===== config.mk =====
export PLATFORM = sky130hd
export DESIGN_NAME = tenthirty_ctrl
export DESIGN_NICKNAME = d
export VERILOG_FILES = /design/src/rtl/tenthirty_ctrl.sv
export SDC_FILE = /design/constraint.sdc
export NUM_CORES = 1
export LEC_CHECK = 0
export ABC_AREA = 1
export CORE_MARGIN = 10
export CORE_UTILIZATION = 45
export CTS_CLUSTER_DIAMETER = 200
export CTS_CLUSTER_SIZE = 20
export DETAILED_ROUTE_END_ITERATION = 12
export PLACE_DENSITY = 0.69
export SYNTH_ARGS = -nofsm -noshare
export SYNTH_HDL_FRONTEND = slang
export SYNTH_SLANG_ARGS = --single-unit

===== constraint.sdc =====
create_clock -name clk -period 2.1 [get_ports clk]
set_clock_uncertainty 0.1 [all_clocks]
set_input_delay 0.42 -clock clk [delete_from_list [all_inputs] [get_ports clk]]
set_output_delay 0.42 -clock clk [all_outputs]
set_load 0.05 [all_outputs]

===== src/rtl/tenthirty_ctrl.sv =====
// Ten-and-a-half game sequencer: requests cards from the deck, accumulates both hands in
// half-points, runs the dealer draw policy, scores each round and counts rounds to game end.
module tenthirty_ctrl #(
  parameter int unsigned MAX_CARDS    = 5,
  parameter int unsigned BUST_LIMIT   = 21,
  parameter int unsigned DEALER_STAND = 14,
  parameter int unsigned NUM_ROUNDS   = 4
) (
  input  logic       clk,
  input  logic       rst_n,
  input  logic       hit_p,
  input  logic       stand_p,
  input  logic [3:0] number,
  input  logic       empty,
  output logic       pip,
  output logic [5:0] player_pts,
  output logic [5:0] dealer_pts,
  output logic [3:0] last_card,
  output logic [2:0] p_cnt,
  output logic [2:0] d_cnt,
  output logic [2:0] round,
  output logic [2:0] led
);

  localparam logic [5:0] BustLim   = 6'(BUST_LIMIT);
  localparam logic [5:0] StandLim  = 6'(DEALER_STAND);
  localparam logic [2:0] MaxCnt    = 3'(MAX_CARDS);
  localparam logic [2:0] LastRound = 3'(NUM_ROUNDS);

  localparam logic [2:0] LedDealer = 3'b001;
  localparam logic [2:0] LedPlayer = 3'b010;
  localparam logic [2:0] LedDone   = 3'b100;

  typedef enum logic [3:0] {
    StIdle,
    StPReq,
    StPWait,
    StPChk,
    StPTurn,
    StDChk,
    StDReq,
    StDWait,
    StCmp,
    StShow,
    StDone
  } state_e;

  state_e state;

  // Face cards (11..13) are worth half a point; pips 1..10 are worth their face value.
  function automatic logic [5:0] card_val(input logic [3:0] n);
    if (n > 4'd10) return 6'd1;
    return {1'b0, n, 1'b0};
  endfunction

  function automatic logic [5:0] sat_add(input logic [5:0] a, input logic [5:0] b);
    logic [6:0] s;
    s = {1'b0, a} + {1'b0, b};
    return s[6] ? 6'h3f : s[5:0];
  endfunction

  assign pip = (state == StPReq) || (state == StDReq);

  always_ff @(posedge clk or negedge rst_n) begin
    if (!rst_n) begin
      state      <= StIdle;
      player_pts <= '0;
      dealer_pts <= '0;
      last_card  <= '0;
      p_cnt      <= '0;
      d_cnt      <= '0;
      round      <= '0;
      led        <= '0;
    end else begin
      case (state)
        StIdle: begin
          if (hit_p) begin
            round      <= 3'd1;
            player_pts <= '0;
            dealer_pts <= '0;
            p_cnt      <= '0;
            d_cnt      <= '0;
            if (empty) begin
              led   <= LedDone;
              state <= StDone;
            end else begin
              led   <= '0;
              state <= StPReq;
            end
          end
        end

        StPReq: state <= StPWait;

        StPWait: begin
          player_pts <= sat_add(player_pts, card_val(number));
          last_card  <= number;
          p_cnt      <= p_cnt + 3'd1;
          state      <= StPChk;
        end

        StPChk: begin
          if (player_pts > BustLim) begin
            led   <= LedDealer;
            state <= StShow;
          end else if (p_cnt == MaxCnt) begin
            led   <= LedPlayer;
            state <= StShow;
          end else begin
            state <= StPTurn;
          end
        end

        // Stand wins over a simultaneous hit.
        StPTurn: begin
          if (stand_p) begin
            state <= StDChk;
          end else if (hit_p) begin
            if (empty) begin
              led   <= LedDone;
              state <= StDone;
            end else begin
              state <= StPReq;
            end
          end
        end

        StDChk: begin
          if (dealer_pts > BustLim) begin
            led   <= LedPlayer;
            state <= StShow;
          end else if (d_cnt == MaxCnt) begin
            led   <= LedDealer;
            state <= StShow;
          end else if (dealer_pts < StandLim) begin
            if (empty) begin
              led   <= LedDone;
              state <= StDone;
            end else begin
              state <= StDReq;
            end
          end else begin
            state <= StCmp;
          end
        end

        StDReq: state <= StDWait;

        StDWait: begin
          dealer_pts <= sat_add(dealer_pts, card_val(number));
          last_card  <= number;
          d_cnt      <= d_cnt + 3'd1;
          state      <= StDChk;
        end

        // Ties go to the dealer.
        StCmp: begin
          led   <= (player_pts > dealer_pts) ? LedPlayer : LedDealer;
          state <= StShow;
        end

        StShow: begin
          if (hit_p) begin
            if (round < LastRound) begin
              round      <= round + 3'd1;
              player_pts <= '0;
              dealer_pts <= '0;
              p_cnt      <= '0;
              d_cnt      <= '0;
              if (empty) begin
                led   <= LedDone;
                state <= StDone;
              end else begin
                led   <= '0;
                state <= StPReq;
              end
            end else begin
              led   <= LedDone;
              state <= StDone;
            end
          end
        end

        StDone: led <= LedDone;

        default: state <= StIdle;
      endcase
    end
  end

endmodule


==> run metrics, run 1 <==
vias in the first global route=2590; worst setup margin=0.1050 ns; Netlist cell types=31; met3 Use GR=0.03837; 1st-iter DRT viols=150; cell taking the most area after synthesis=dfrtp_1; Vert. Die Dim=93.67 um; family with the most delay on the worst path=buffers and inverters; Worst Max-Slew Pin Slew=0.5081 ns; CTS tree=built; final-report setup violation count=0; worst r2r src=state[2]$_DFFE_PN0P_; DP Worst Slack=-0.5439 ns; Clock Tree Buf Depth=2; largest net degree at the start of global routing=33; Buf/Inv on CP=1; Worst Path Max Fanout=3; layout cell share with drive strength beyond 1=0.2235; Routed Antenna Nets=0; most frequent cells in the layout=116 x nand2_1, 58 x buf_4, 52 x inv_1, 32 x dfrtp_1, 30 x nand3_1; initial antenna violation count=0; most common cell after layout, fill and taps aside=nand2_1; CP endpoint kind=output port; register area share after synthesis=0.3279; R2R depth=10; cts hold-fix bufs=0; slew margin rel.=0.6602; Hold Path Class=flop to flop; Rows=26; crit start category=flop; maximum vdd drop=733.4 uV; final slew viol count=0; drt total wl=6828 um; crit path cell chain=clkdlybuf4s50_1; die area=0.008774 mm2; Syn Inst Count=359; Synth Area per Inst=6.803 um2; synthesized flop and latch total=32; I/O pin cnt=38; period utilization=0.9500; Required @ worst endpoint=1.58 ns; critical path startpoint=led[2]$_DFFE_PN0P_; routed vias=2572; met1 global-route usage=0.2117; post-route insts no fill=513; CP max stage delay=0.82 ns; ratio of total power to cell area=1307 mW/mm2; multi-input logic area=0.001503 mm2; GRT overflow=0; Core Region=0.005172 mm2; MaxCap Viol Count=0; run status=finished clean; gpl congestion=0.9267; Setup crit end=led[2]; met2 GRT Util=0.2610; Diodes inserted=0; fill cell count=468; routed len/inst=13.31 um; R2R setup slack=0.16 ns; number of vias per cell=5.014; clock latency on the worst-skew pair=0.28 ns; warning count from the yosys run=0; Post-route DRC=0; Synth top area share=0.3279; hpwl dp=5540 um; Syn Nets=387; Critical Path AT=1.47 ns; CP max stage cell=clkdlybuf4s50_1; chip width=93.67 um; register area=800.8 um2; CTS buffer count=5; Total GRT Usage=0.1609; Final Hold Vio Count=0; Clock Root Buffer=clkbuf_8; synth top area cells=dfrtp_1 33%, nand2_1 18%, ha_1 8.7%, inv_1 8.5%, nand3_1 6.1%; Tmin final=1.995 ns; CP Depth=1; Initial Utilization=0.4722; Leak=1.879 nW; r2r endpoint=p_cnt[2]$_DFFE_PN0P_; Netlist Area Pre-Place=0.002442 mm2; drt first pass iters=4; fin nets=470; total number of H-tree levels=2; first-pass GRT wire length=11800 um; PortBufs=37; max frequency=501.3 MHz; Layout area overhead=37.04%; GRT busiest layer=met2; CP Class=flop to output port; placed cells=504; Sink Count=32; Worst-path clk slew=0.07 ns
## registers in the layout, summed over array words and instances (netlist names)
name        cells
state           4
d_cnt           3
dealer_pts      6
p_cnt           3
round           3
player_pts      6
led             3
last_card       4
## stage by stage
| stage | util | cell area (um2) | hold slack, ns | setup TNS (ns) | power (W) |
|---|---|---|---|---|---|
| global route | 0.6471 | 3347 | 0.4339 | -0.01696 | 0.004726 |
| detailed placement | 0.6086 | 3148 | 0.3989 | -6.136 | 0.003753 |
| finish | 0.6471 | 3347 | 0.4126 | 0 | 0.004376 |
| CTS | 0.6403 | 3312 | 0.4194 | 0 | 0.004371 |
| floorplan | - | 2442 | 0.02441 | 0 | 0.002834 |
| global placement | 0.6086 | 3148 | 0.3982 | -5.420 | 0.003712 |
## synthesized netlist by cell type
master,instances
a21o_1,1
a21oi_1,10
a22o_1,1
a31oi_1,1
clkinv_2,1
dfrtp_1,32
fa_1,2
ha_1,17
inv_1,55
inv_2,2
mux2_2,2
nand2_1,120
nand2_2,2
nand3_1,30
nand3_2,1
nand3b_1,1
nand4_1,5
nor2_1,23
nor2_2,5
nor2_4,3
nor3_1,10
nor3b_4,1
nor4_1,1
o211ai_1,1
o21a_1,1
o21ai_0,23
o21ai_1,2
o22ai_1,2
o31ai_1,1
xnor2_1,1
xor2_1,2
## power breakdown
group | internal [W] | leakage (nW) | switching [W]
Sequential | 0.000826 | 0.417 | 0.000213
Clock | 0.000352 | 0.0552 | 0.000233
Combinational | 0.000966 | 1.41 | 0.00179
## worst min path at each step
stage,start,to,slack [ns],depth (start not counted)
3_5_place_dp,last_card[1]$_DFFE_PN0P_,last_card[1]$_DFFE_PN0P_,0.40,1
5_1_grt,last_card[0]$_DFFE_PN0P_,last_card[0]$_DFFE_PN0P_,0.43,1
2_1_floorplan,rst_n,d_cnt[0]$_DFFE_PN0P_,0.02,0
4_1_cts,last_card[1]$_DFFE_PN0P_,last_card[1]$_DFFE_PN0P_,0.42,1
3_3_place_gp,last_card[0]$_DFFE_PN0P_,last_card[0]$_DFFE_PN0P_,0.40,1
6_report,last_card[0]$_DFFE_PN0P_,last_card[0]$_DFFE_PN0P_,0.41,1
## what timing repair did
item | 4_1_cts | 5_1_grt
resized for setup | 19 | 10
setup buffers | 1 | 0
pin swaps | 7 | 7
endpoints found under the setup margin | 12 | 13
## layout make-up
cell class	count	share of cell area
sequential	32	0.2393
tap	70	0.02617
timing repair buffer	76	0.1873
multi-input combinational	269	0.4490
clock inverter	2	0.01047
inverter	58	0.06617
clock buffer	6	0.02168
## kinds of logic after synthesis
kind of cell | after synthesis | synth area share
adders and majority gates | 19 | 0.1035
and+or+nand+nor | 202 | 0.3637
buffers and inverters | 58 | 0.08965
muxes | 2 | 0.009221
AOI/OAI and AO/OA | 43 | 0.09529
xor gates and xnor gates | 3 | 0.01076
DFF | 32 | 0.3279
## metal layers
layer  vias to the layer above  part of all wire  wire, um
met5                         -                 0         0
met3                         6             0.051       345
li1                       1320                 -         -
met2                        65              0.46      3156
met4                         0            0.0097        66
met1                      1181              0.48      3260
Power figures use the tool's default switching activity.
==> run 2: changes to the inputs <==
--- a/config.mk
+++ b/config.mk
@@ -6,6 +6,7 @@
 export NUM_CORES = 1
 export LEC_CHECK = 0
 export ABC_AREA = 1
+export CAP_MARGIN = 40
 export CORE_MARGIN = 10
 export CORE_UTILIZATION = 45
 export CTS_CLUSTER_DIAMETER = 200
==> results of run 2 <==
No change in the layout: final DEF, timing and power equal those of run 1.
